`src/rtl/fifo_lvl_pkg.sv`:
```
// Shared definitions for the level-tracking FIFO: read-mode encodings and the
// per-cycle operation decode used for the level update.
package fifo_lvl_pkg;

  localparam int unsigned FifoModeStd  = 0;
  localparam int unsigned FifoModeFwft = 1;

  // {read accepted, write accepted}
  typedef enum logic [1:0] {
    OpIdle = 2'b00,
    OpWr   = 2'b01,
    OpRd   = 2'b10,
    OpWrRd = 2'b11
  } fifo_op_e;

endpackage

```
`src/rtl/simple_dpram_sclk.sv`:
```
// Single-clock simple dual-port RAM: one write port, one registered read port.
// The read register only updates on re_i, so read data holds between reads.
module simple_dpram_sclk #(
  parameter int unsigned ADDR_WIDTH    = 4,
  parameter int unsigned DATA_WIDTH    = 16,
  parameter bit          ENABLE_BYPASS = 1'b1
) (
  input  logic                  clk,
  input  logic                  rst,
  input  logic                  we_i,
  input  logic [ADDR_WIDTH-1:0] waddr_i,
  input  logic [DATA_WIDTH-1:0] wdata_i,
  input  logic                  re_i,
  input  logic [ADDR_WIDTH-1:0] raddr_i,
  output logic [DATA_WIDTH-1:0] rdata_o
);

  localparam int unsigned Depth = 1 << ADDR_WIDTH;

  logic [DATA_WIDTH-1:0] mem_q [Depth];
  logic [DATA_WIDTH-1:0] rdata_q, rdata_d;

  always_ff @(posedge clk) begin
    if (we_i) begin
      mem_q[waddr_i] <= wdata_i;
    end
  end

  always_comb begin
    rdata_d = rdata_q;
    if (re_i) begin
      // Same-address read-during-write returns the incoming word.
      if (ENABLE_BYPASS && we_i && (waddr_i == raddr_i)) begin
        rdata_d = wdata_i;
      end else begin
        rdata_d = mem_q[raddr_i];
      end
    end
  end

  always_ff @(posedge clk) begin
    if (rst) begin
      rdata_q <= '0;
    end else begin
      rdata_q <= rdata_d;
    end
  end

  assign rdata_o = rdata_q;

endmodule

```
`src/rtl/fifo_lvl.sv`:
```
// Single-clock FIFO with occupancy count, almost-full/empty thresholds, sticky
// overflow/underflow flags and selectable FWFT or standard read timing.
module fifo_lvl
  import fifo_lvl_pkg::*;
#(
  parameter int unsigned DEPTH_WIDTH = 4,
  parameter int unsigned DATA_WIDTH  = 16,
  parameter int unsigned FWFT        = FifoModeFwft,
  parameter int unsigned AF_THRESH   = (1 << DEPTH_WIDTH) - 1,
  parameter int unsigned AE_THRESH   = 1
) (
  input  logic                  clk,
  input  logic                  rst,
  input  logic [DATA_WIDTH-1:0] wr_data_i,
  input  logic                  wr_en_i,
  input  logic                  rd_en_i,
  output logic [DATA_WIDTH-1:0] rd_data_o,
  output logic                  rd_valid_o,
  output logic                  full_o,
  output logic                  empty_o,
  output logic                  almost_full_o,
  output logic                  almost_empty_o,
  output logic [DEPTH_WIDTH:0]  level_o,
  output logic                  overflow_o,
  output logic                  underflow_o,
  input  logic                  clr_err_i
);

  localparam int unsigned Depth = 1 << DEPTH_WIDTH;
  localparam bit          Fwft  = (FWFT == FifoModeFwft);

  typedef logic [DEPTH_WIDTH:0] cnt_t;

  localparam cnt_t One      = cnt_t'(1);
  localparam cnt_t DepthLvl = cnt_t'(Depth);
  localparam cnt_t AfLvl    = cnt_t'(AF_THRESH);
  localparam cnt_t AeLvl    = cnt_t'(AE_THRESH);

  if (DEPTH_WIDTH < 1 || DATA_WIDTH < 1 || AF_THRESH < 1 || AF_THRESH > Depth ||
      AE_THRESH >= Depth) begin : gen_bad_params
    $error("fifo_lvl: parameter out of legal range");
  end

  cnt_t     wr_ptr_q, wr_ptr_d, rd_ptr_q, rd_ptr_d, level_q, level_d, ram_cnt;
  logic     head_valid_q, head_valid_d, rd_valid_q, rd_valid_d;
  logic     ovf_q, ovf_d, udf_q, udf_d;
  logic     full, empty, wr_acc, rd_acc, ram_re;
  fifo_op_e op;

  always_comb begin
    full    = (level_q == DepthLvl);
    empty   = Fwft ? !head_valid_q : (level_q == '0);
    wr_acc  = wr_en_i & ~full;
    rd_acc  = rd_en_i & ~empty;
    ram_cnt = wr_ptr_q - rd_ptr_q;
    // In FWFT mode the RAM read register is the head word; refill it whenever
    // it is empty or being popped and the RAM still holds words.
    ram_re  = Fwft ? ((ram_cnt != '0) && (!head_valid_q || rd_acc)) : rd_acc;
    op      = fifo_op_e'({rd_acc, wr_acc});

    level_d = level_q;
    unique case (op)
      OpWr:    level_d = level_q + One;
      OpRd:    level_d = level_q - One;
      default: level_d = level_q;
    endcase

    wr_ptr_d     = wr_acc ? (wr_ptr_q + One) : wr_ptr_q;
    rd_ptr_d     = ram_re ? (rd_ptr_q + One) : rd_ptr_q;
    head_valid_d = ram_re ? 1'b1 : (rd_acc ? 1'b0 : head_valid_q);
    rd_valid_d   = rd_acc;
    // A new error event outranks a simultaneous clear.
    ovf_d        = (wr_en_i & full) | (ovf_q & ~clr_err_i);
    udf_d        = (rd_en_i & empty) | (udf_q & ~clr_err_i);
  end

  always_ff @(posedge clk) begin
    if (rst) begin
      wr_ptr_q     <= '0;
      rd_ptr_q     <= '0;
      level_q      <= '0;
      head_valid_q <= 1'b0;
      rd_valid_q   <= 1'b0;
      ovf_q        <= 1'b0;
      udf_q        <= 1'b0;
    end else begin
      wr_ptr_q     <= wr_ptr_d;
      rd_ptr_q     <= rd_ptr_d;
      level_q      <= level_d;
      head_valid_q <= head_valid_d;
      rd_valid_q   <= rd_valid_d;
      ovf_q        <= ovf_d;
      udf_q        <= udf_d;
    end
  end

  simple_dpram_sclk #(
    .ADDR_WIDTH    (DEPTH_WIDTH),
    .DATA_WIDTH    (DATA_WIDTH),
    .ENABLE_BYPASS (1'b1)
  ) u_ram (
    .clk     (clk),
    .rst     (rst),
    .we_i    (wr_acc),
    .waddr_i (wr_ptr_q[DEPTH_WIDTH-1:0]),
    .wdata_i (wr_data_i),
    .re_i    (ram_re),
    .raddr_i (rd_ptr_q[DEPTH_WIDTH-1:0]),
    .rdata_o (rd_data_o)
  );

  always_comb begin
    rd_valid_o     = Fwft ? head_valid_q : rd_valid_q;
    full_o         = full;
    empty_o        = empty;
    almost_full_o  = (level_q >= AfLvl);
    almost_empty_o = (level_q <= AeLvl);
    level_o        = level_q;
    overflow_o     = ovf_q;
    underflow_o    = udf_q;
  end

endmodule

```
`config.mk`:
```
export PLATFORM = sky130hd
export DESIGN_NAME = fifo_lvl
export DESIGN_NICKNAME = d
export VERILOG_FILES = /design/src/rtl/fifo_lvl_pkg.sv /design/src/rtl/simple_dpram_sclk.sv /design/src/rtl/fifo_lvl.sv
export SDC_FILE = /design/constraint.sdc
export NUM_CORES = 1
export LEC_CHECK = 0
export BUFFER_PORTS_ARGS = -buffer_cell sky130_fd_sc_hd__buf_2
export CAP_MARGIN = 25
export CORE_UTILIZATION = 55
export DETAILED_ROUTE_END_ITERATION = 8
export GPL_TIMING_DRIVEN = 0
export PLACE_DENSITY = 0.83
export SETUP_SLACK_MARGIN = 0.3
export SYNTH_ARGS = -nofsm -noshare
export SYNTH_HDL_FRONTEND = slang
export SYNTH_HIERARCHICAL = 1
export SYNTH_SLANG_ARGS = --single-unit
```
`constraint.sdc`:
```
create_clock -name clk -period 3.03 [get_ports clk]
set_input_delay 0.303 -clock clk [delete_from_list [all_inputs] [get_ports clk]]
set_output_delay 0.303 -clock clk [all_outputs]
set_load 0.01 [all_outputs]
```
# After elaboration in Yosys (flattened, before gate mapping)
# Memory sizes are Yosys's and may differ from the RTL's. A register that Yosys moved wholly into a read port is not among the register bits.
# Cells that the tools add are included.
[totals] regBits=18 ramBits=256 inputBits=21 output_inout_bits=28 wordCells=38 mem_count=1
[op_classes] n_addsub=5 order_cmp=2 eq_ne=3 muxes=5 n_bitwise=10 reduce_logical=6
[mem_list] name="u_ram.mem_q" depth=16 word_bits=16 rd=1 rd_clocked_by_memory_dff=1 write_ports=1 line="simple_dpram_sclk.sv:20" text="logic [DATA_WIDTH-1:0] mem_q [Depth];"
[op_table] operator="adder 5 x 1 -> 5 bit (second input constant)" n=3
[op_table] operator="one-hot mux 5 bit (2 select lines)" n=1
[op_table] operator="bitwise AND 1 bit" n=6
[op_table] operator="== test 5 bit (second input constant)" n=1
[op_table] operator="greater-or-equal comparator 5 x 4 -> 1 bit (second input constant)" n=1
[op_table] operator="less-or-equal comparator 5 x 1 -> 1 bit (second input constant)" n=1
[op_table] operator="nonzero test 5 bit" n=1
[op_table] operator="subtractor 5 x 1 -> 5 bit (second input constant)" n=1
[op_table] operator="subtractor 5 bit" n=1
[op_table] operator="two-way mux 1 bit" n=4
[op_table] operator="nonzero test 2 bit" n=2
[op_table] operator="== test 2 x 1 -> 1 bit (second input constant)" n=1
[op_table] operator="== test 2 bit (second input constant)" n=1
[op_table] operator="NOT 1 bit" n=2
[op_table] operator="OR 1 bit" n=2
[op_table] operator="logical AND 1 bit" n=1
[op_table] operator="logical NOT 1 bit" n=1
[op_table] operator="logical OR 1 bit" n=1

# Longest topological paths before layout
# Gate-level depths: netlist (run 1).
[depth] depth_word=5 ltp_mapped=12

# Cells and area by module
# Netlist (run 1), hierarchy kept.
[modules_own_cells] module="simple_dpram_sclk" n_inst=1 cells_each=556 area_per_inst_um2=10750.3
[modules_own_cells] module="fifo_lvl" n_inst=1 cells_each=122 area_per_inst_um2=1062.3

# Least setup slack after synthesis (run 1)
# Ideal clock, no wire load.
[synth_timing] kind="reg-to-reg" startpoint="reg level_q[0] (netlist: level_o[0])" endpoint="mem u_ram.mem_q[0][0] (enable)" setup_ns=0.409 arrival_ns=2.952 required_ns=2.621 slack_ns=-0.332 path_stages_with_launch=8 path_buffers=1 path_cell_list="dfxtp_1 -> inv_1 -> ha_1 -> and4bb_2 -> nor2b_1 -> buf_2 -> or3b_2 -> nor3_1"
[synth_via] elab_chain_len=5
[synth_rtl] item="from (decl)" line="fifo_lvl.sv:44" text="cnt_t wr_ptr_q, wr_ptr_d, rd_ptr_q, rd_ptr_d, level_q, level_d, ram_cnt;"
[synth_rtl] item="from (signal assigned)" line="fifo_lvl.sv:89" text="level_q <= level_d;"
[synth_rtl] item="== test 5 bit" line="fifo_lvl.sv:51" text="full = (level_q == DepthLvl);"
[synth_rtl] item="via full_o" line="fifo_lvl.sv:19" text="output logic full_o,"
[synth_rtl] item="NOT 1 bit" line="fifo_lvl.sv:53" text="wr_acc = wr_en_i & ~full;"
[synth_rtl] item="bitwise AND 1 bit" line="fifo_lvl.sv:53"
[synth_rtl] item="via wr_acc" line="fifo_lvl.sv:47" text="logic full, empty, wr_acc, rd_acc, ram_re;"
[synth_rtl] item="two-way mux 1 bit" line="simple_dpram_sclk.sv:24" text="if (we_i) begin"
[synth_rtl] item="two-way mux 1 bit (implied by the code)" line="simple_dpram_sclk.sv:25" text="mem_q[waddr_i] <= wdata_i;"
[synth_rtl] item="to (decl)" line="simple_dpram_sclk.sv:20"
# The timed path passes the listed nets, and every way through them passes these cells.

# Worst setup path after layout (run 1)
[layout_timing] startpoint="reg rd_ptr_q[3]" endpoint="reg u_ram.rdata_q[1] (netlist: u_ram/rdata_o[1]), read port of u_ram.mem_q"
[layout_via] elab_chain_len=3
[layout_rtl] item="from (decl)" line="fifo_lvl.sv:44"
[layout_rtl] item="from (signal assigned)" line="fifo_lvl.sv:88" text="rd_ptr_q <= rd_ptr_d;"
[layout_rtl] item="subtractor 5 bit" line="fifo_lvl.sv:55" text="ram_cnt = wr_ptr_q - rd_ptr_q;"
[layout_rtl] item="nonzero test 5 bit" line="fifo_lvl.sv:58" text="ram_re = Fwft ? ((ram_cnt != '0) && (!head_valid_q || rd_acc)) : rd_acc;"
[layout_rtl] item="logical AND 1 bit" line="fifo_lvl.sv:58"
[layout_rtl] item="to (decl)" line="simple_dpram_sclk.sv:21" text="logic [DATA_WIDTH-1:0] rdata_q, rdata_d;"
# Several ways; a longest one is shown, not always the timed one.
# A chain may end at the register's enable or synchronous reset.

==> reports/results.txt, run 1 <==
Synth area leaders - edfxtp_1 (65%), dfxtp_1 (5.8%), mux4_2 (5.7%)
slowest cell delay on critical path - 0.41 ns
Syn Nets - 711
dpl cells - 1006
Cell Count, Final, Fillers Out - 1086
clock latency on the worst-skew pair - 0.54 ns
post-detail-place hpwl - 16500 um
worst path required time - 3.42 ns
part of the cycle the worst path needs - 90.9%
worst slew pin tran - 0.743 ns
Hold Crit Depth - 3
most common cell after layout, fill and taps aside - edfxtp_1
Pre-Repair DR Iteration Count - 5
Main synth FF type - edfxtp_1
Distinct cells, synth - 48
RSZ-0062 raised after global routing - yes
critical path's slowest cell - dfxtp_1
first-pass GRT wire length - 39800 um
Multi-input gate area - 3350 um^2
R2R Path Start - rd_ptr_q[3]
Synthesis Warnings - 6
# DRC - 0
Clock Path Buffers - 3
post-synthesis register bit count - 290
HP Start - wr_en_i
syn avg cell area - 17.4 um^2
Post-synth EDFFs - 256
logic depth of the worst register-to-register path - 11
Synth top area share - 65.1%
Routed WL per cell - 25.0 um
Die ar. - 22100 um^2
most frequent cells in the layout - edfxtp_1 (256), buf_2 (58), nor2_1 (50)
CP Cell Sequence - inv_1 > ha_1 > nor2_1 > xnor2_2 > o41ai_4 > inv_1 > clkbuf_4 > clkinvlp_4 > buf_4 > o41ai_2 > a31oi_1
vias in the first global route - 6895
Final GP Congestion - 0.915
Cell Area, Synth - 11800 um^2
ANT nets after route - 0
TritonCTS clock tree - built
Fmax - 0.363 GHz
Worst slew margin - 50.4%
Final setup viols - 0
sequential area share after synthesis - 70.8%
Reg clk slew, reported paths - 0.06 ns
drt first-iter violations - 559
Vias - 6875
flip-flop and latch area - 8370 um^2
Slew Limit Fails - 0
max cap viols - 0
Setup crit end kind - register
CP Buf/Inv Count - 5
Synth area leader - edfxtp_1
Crit Path Class - reg2reg
PwrDens - 778 nW/um^2
Worst VDD drop - 0.000524 V
Leak - 4.61 nW
Area Overhead vs Synth - 17.6%
root buf cell - clkbuf_16
r2r endpoint - u_ram/rdata_o[1]
Final Skew - 0.0107 ns
vias per cell - 6.33
FF-to-FF setup slack - 0.28 ns
Post-layout nets - 821
Core Footprint - 21000 um^2
ys async rst share - 0%
crit-path max FO - 10
initial antenna violation count - 0
status - finished clean
end of the worst hold path - overflow_o
Max H-tree Level - 1
Die W - 149 um
Sink Count - 290
CP dominant cell by count - inv_1
Starting Density - 56.2%
Die Y - 149 um
Syn Inst Count - 678
share of cells above drive strength 1 - 28.9%
GRT Residual Overflow - 0
Core Util, Final - 66.1%
crit path launch type - register
num ports - 49
ant diodes - 0
Crit path max-delay family - buffers and inverters
crit path time final - 2.75 ns
largest net degree at the start of global routing - 18
PortBufs - 47
Num CTS Buffers - 29
final WL - 27200 um
Hold/Removal Path Class - in2reg
row cnt - 53
Hold Vio Cnt, Final - 0
Fill cells - 1306
Total Routing Usage GR - 24.6%
CP Data Arrival Time - 3.14 ns
==> synth_stat cells, types with 9 or more instances <==
library cell,n
mux4_2,30
mux2_2,10
inv_1,13
o21ai_0,14
ha_1,12
buf_2,13
mux4_1,18
mux2i_1,41
edfxtp_1,256
a31oi_1,17
nand2_1,22
dfxtp_1,34
xnor2_1,9
nand3_1,9
clkbuf_1,15
a221oi_1,10
o41ai_1,16
nor2_1,62
==> sequential cells by signal, summed over array words and instances, names as in the netlist <==
signal and cells:
u_ram/rdata_o 16, u_ram/mem_q 256, rd_valid_o 1, level_o 5, rd_ptr_q 5, overflow_o 1
wr_ptr_q 5, underflow_o 1
==> per-stage QoR <==
step	instance area [um^2]	hold slack (ns)	TNS (ns)	total power [mW]	setup WS (ns)
finish	13900	0.0361	0	10.8	0.276
floorplan	11800	0.402	0	6.44	0.0889
global placement	12400	0.474	-47.96	7.06	-0.524
CTS	13600	0.0314	-1.88	10.6	-0.0682
global route	13900	0.0436	0	11.2	0.197
detailed placement	12500	0.500	-6.77	7.22	-0.187
==> power breakdown <==
part / internal [mW] / switching, mW / leakage, nW
Sequential: 4.54 / 0.158 / 2.59
Combinational: 1.14 / 1.60 / 1.57
Clock: 1.96 / 1.42 / 0.447
==> metal layers <==
metal / vias up / part of all wire (%) / track usage (%)
met1: 3455 / 37 / 32.4
met3: 96 / 9.0 / 4.26
met4: 0 / 4.2 / 9.23
li1: 2919 / - / -
met2: 405 / 49 / 41.0
met5: - / 0 / 0
==> worst max path at each step <==
| stage | start | slack, ns | cells after the start | endpoint |
|---|---|---|---|---|
| after floorplan | level_o[0] | 0.09 | 7 | u_ram/mem_q[1][0] |
| after global placement | level_o[0] | -0.52 | 7 | u_ram/mem_q[1][6] |
| after detailed placement | level_o[0] | -0.19 | 7 | u_ram/mem_q[0][1] |
| after CTS | level_o[1] | -0.07 | 7 | u_ram/mem_q[3][0] |
| after global routing | rd_ptr_q[1] | 0.20 | 11 | u_ram/rdata_o[1] |
| final | rd_ptr_q[3] | 0.28 | 11 | u_ram/rdata_o[1] |
==> cells by family after synthesis <==
| family | Yosys count | synth area share (%) |
|---|---|---|
| AOI/OAI and AO/OA | 77 | 4.79 |
| buffers and inverters | 55 | 2.55 |
| adders and majority gates | 12 | 1.27 |
| xor gates and xnor gates | 16 | 1.25 |
| DFF | 290 | 70.8 |
| muxes | 99 | 14.2 |
| and+or+nand+nor | 129 | 5.15 |
==> what timing repair did <==
action,4_1_cts,5_1_grt
pin swaps,5,11
hold buffers,0,0
resized for setup,10,27
buffers inserted,6,20
setup endpoints to repair,219,201
==> final cells by class <==
class                   count  share of cell area, %
flip-flops and latches    290                   60.3
multi-input cells         333                   24.1
clock buffers              40                   5.59
repair buffers             79                   4.41
well taps                 275                   2.48
plain buffers              42                   1.89
clock inverters            14                  0.874
inverters                  13                  0.378
==> tightest hold or removal path, cell delays in order <==
cell and delay, ns:
buf_2 0.08, a22oi_1 0.06, nor2_1 0.09
(Power assumes the default switching activity.)
==> run 2, diff against run 1 <==
--- a/config.mk
+++ b/config.mk
@@ -10,6 +10,7 @@
 export CORE_UTILIZATION = 55
 export DETAILED_ROUTE_END_ITERATION = 8
 export GPL_TIMING_DRIVEN = 0
+export MAX_ROUTING_LAYER = met4
 export PLACE_DENSITY = 0.83
 export SETUP_SLACK_MARGIN = 0.3
 export SYNTH_ARGS = -nofsm -noshare
==> run 2 against run 1 <==
Against the previous run: combinational power grew 1%; sequential share of layout area grew 0.069 points; cell area is essentially flat; clock power is essentially flat; first-iteration DRC count grew 13%.
==> reports/results.txt, run 2 (synthesized netlist as in run 1, its figures left out) <==
status - finished clean
ANT nets after route - 0 (unchanged)
FF-to-FF setup slack - 0.33 ns (+0.06 ns)
Crit Path Class - reg2reg
ant diodes - 0 (unchanged)
Core Footprint - 21000 um^2 (unchanged)
drt first-iter violations - 630 (+13%)
Biggest register - u_ram/mem_q
Clock Path Buffers - 3 (unchanged)
post-place setup slack - -0.187 ns (unchanged)
Die ar. - 22100 um^2 (unchanged)
vias in the first global route - 6866 (-0.42%)
vias per cell - 6.36 (+0.50%)
initial antenna violation count - 0 (unchanged)
clock latency on the worst-skew pair - 0.54 ns (about the same)
Worst slew margin - 47.8% (-2.7 points)
end of the worst hold path - overflow_o
critical path's slowest cell - dfxtp_1
logic depth of the worst register-to-register path - 9 (-2)
largest net degree at the start of global routing - 18 (unchanged)
Core Util, Final - 66.0% (about the same)
Multi-input gate area - 3330 um^2 (-0.64%)
Slew Limit Fails - 0 (unchanged)
first-pass GRT wire length - 39800 um (+0.21%)
Pint - 7.66 mW (+0.34%)
Max H-tree Level - 1 (unchanged)
num ports - 49 (unchanged)
HP Start - wr_en_i
Gate power share - 25.6% (+0.3 points)
worst slew pin tran - 0.783 ns (+0.0398 ns)
row cnt - 53 (unchanged)
Fmax - 0.371 GHz (+2.1%)
crit path launch type - register
R2R Path Start - wr_ptr_q[2]
Area Overhead vs Synth - 17.5% (about the same)
Final GP Congestion - 0.931 (+1.7%)
post-detail-place hpwl - 16500 um (unchanged)
PwrDens - 782 nW/um^2 (+0.55%)
Hold Vio Cnt, Final - 0 (unchanged)
CP Cell Sequence - ha_1 > xnor2_2 > o41ai_4 > inv_1 > clkbuf_4 > clkinvlp_4 > buf_4 > o41ai_2 > a31oi_1
root buf cell - clkbuf_16
Final Skew - 0.0112 ns (+0.000506 ns)
max cap viols - 0 (unchanged)
most frequent cells in the layout - edfxtp_1 (256), buf_2 (59), nor2_1 (50)
Sw Share - 29.4% (+0.075 points)
Pre-Repair DR Iteration Count - 7 (+2)
Num CTS Buffers - 29 (unchanged)
part of the cycle the worst path needs - 89.0% (-1.9 points)
RSZ-0062 raised after global routing - yes
max reg flops - 256 (unchanged)
Final setup viols - 0 (unchanged)
PortBufs - 47 (unchanged)
GRT Residual Overflow - 0 (unchanged)
CP Data Arrival Time - 3.08 ns (-0.06 ns)
sequential power share - 43.3% (-0.2 points)
Starting Density - 56.2% (unchanged)
setup ws final - 0.333 ns (+0.0570 ns)
worst path required time - 3.42 ns (about the same)
Routed WL per cell - 25.4 um (+1.5%)
Final TNS setup - 0 ns (unchanged)
slowest cell delay on critical path - 0.56 ns (+0.15 ns)
Fill cells - 1307 (+0.077%)
crit-path max FO - 10 (unchanged)
Vias - 6903 (+0.41%)
Setup crit end kind - register
Leak - 4.61 nW (about the same)
Sink Count - 290 (unchanged)
share of cells above drive strength 1 - 28.6% (-0.21 points)
Psw - 3.20 mW (+0.70%)
Total Routing Usage GR - 25.4% (+0.80 points)
r2r endpoint - u_ram/rdata_o[1]
Die W - 149 um (unchanged)
Die Y - 149 um (unchanged)
Worst VDD drop - 0.000550 V (+5.1%)
final WL - 27500 um (+1.4%)
clock power share - 31.1% (about the same)
flip-flop and latch area - 8380 um^2 (about the same)
Reg clk slew, reported paths - 0.06 ns (about the same)
Post-layout nets - 820 (-0.12%)
Tot Pwr - 10.9 mW (+0.45%)
Hold/Removal Path Class - in2reg
most common cell after layout, fill and taps aside - edfxtp_1
crit path time final - 2.70 ns (-0.0570 ns)
TritonCTS clock tree - built
Hold Crit Depth - 3 (unchanged)
# DRC - 0 (unchanged)
run 2: cell types whose count changed in the layout (fill, tap and decap cells not counted), sizes merged:
cell	before	now
clkbuf	57	56
run 2: worst max path at each step:
stage,startpoint,to,slack [ns],cells after the start
6_report,wr_ptr_q[2],u_ram/rdata_o[1],0.33,9
3_3_place_gp,level_o[0],u_ram/mem_q[1][6],-0.52,7
3_5_place_dp,level_o[0],u_ram/mem_q[0][1],-0.19,7
4_1_cts,level_o[1],u_ram/mem_q[3][0],-0.07,7
5_1_grt,level_o[0],u_ram/mem_q[5][14],0.22,8
2_1_floorplan,level_o[0],u_ram/mem_q[1][0],0.09,7
run 2: final cells by class:
cell class | count | area share [%]
plain buffers | 42 | 1.90
inverters | 13 | 0.379
repair buffers | 78 | 4.45
clock buffers | 40 | 5.60
clock inverters | 14 | 0.874
multi-input cells | 333 | 24.0
flip-flops and latches | 290 | 60.3
well taps | 275 | 2.48
run 2: layer usage:
layer  vias to the layer above  global-route usage [%]  part of all wire, %
met5                         -                       -                    0
met4                         0                    8.81                  3.9
met3                        88                    4.05                  8.6
met2                       434                    40.9                   50
met1                      3470                    33.0                   37
li1                       2911                       -                    -
run 2: power groups by stage:
stage / Sequential (mW) / Clock, mW / Combinational, mW
4_1_cts: 4.69 / 3.41 / 2.53
2_1_floorplan: 4.77 / 0 / 1.68
3_5_place_dp: 4.77 / 0 / 2.45
3_3_place_gp: 4.75 / 0 / 2.31
5_1_grt: 4.72 / 3.57 / 2.92
6_report: 4.70 / 3.37 / 2.78
run 2: worst max-delay path, delay by kind of cell (launching register included):
family / cells / cell delay [ns]
AO/OA/AOI/OAI: 3 / 0.69
adder cells (fa/ha/maj): 1 / 0.33
XOR/XNOR: 1 / 0.24
buffers and inverters: 4 / 0.71
flip-flops: 1 / 0.56
run 2: what timing repair did:
item | 4_1_cts | 5_1_grt
resized for setup | 10 | 27
endpoints found under the setup margin | 219 | 201
pin swaps | 5 | 7
endpoints found under the hold margin | 0 | 0
setup buffers | 6 | 19
hold buffers | 0 | 0
gates cloned | 0 | 0
run 2: per-stage QoR:
step,hold WS [ns],cells,cell area [um^2]
2_1_floorplan,0.402,678,11800
3_3_place_gp,0.474,1000,12400
3_5_place_dp,0.500,1006,12500
4_1_cts,0.0314,1066,13600
5_1_grt,0.0422,1085,13900
6_report,0.0355,1085,13900
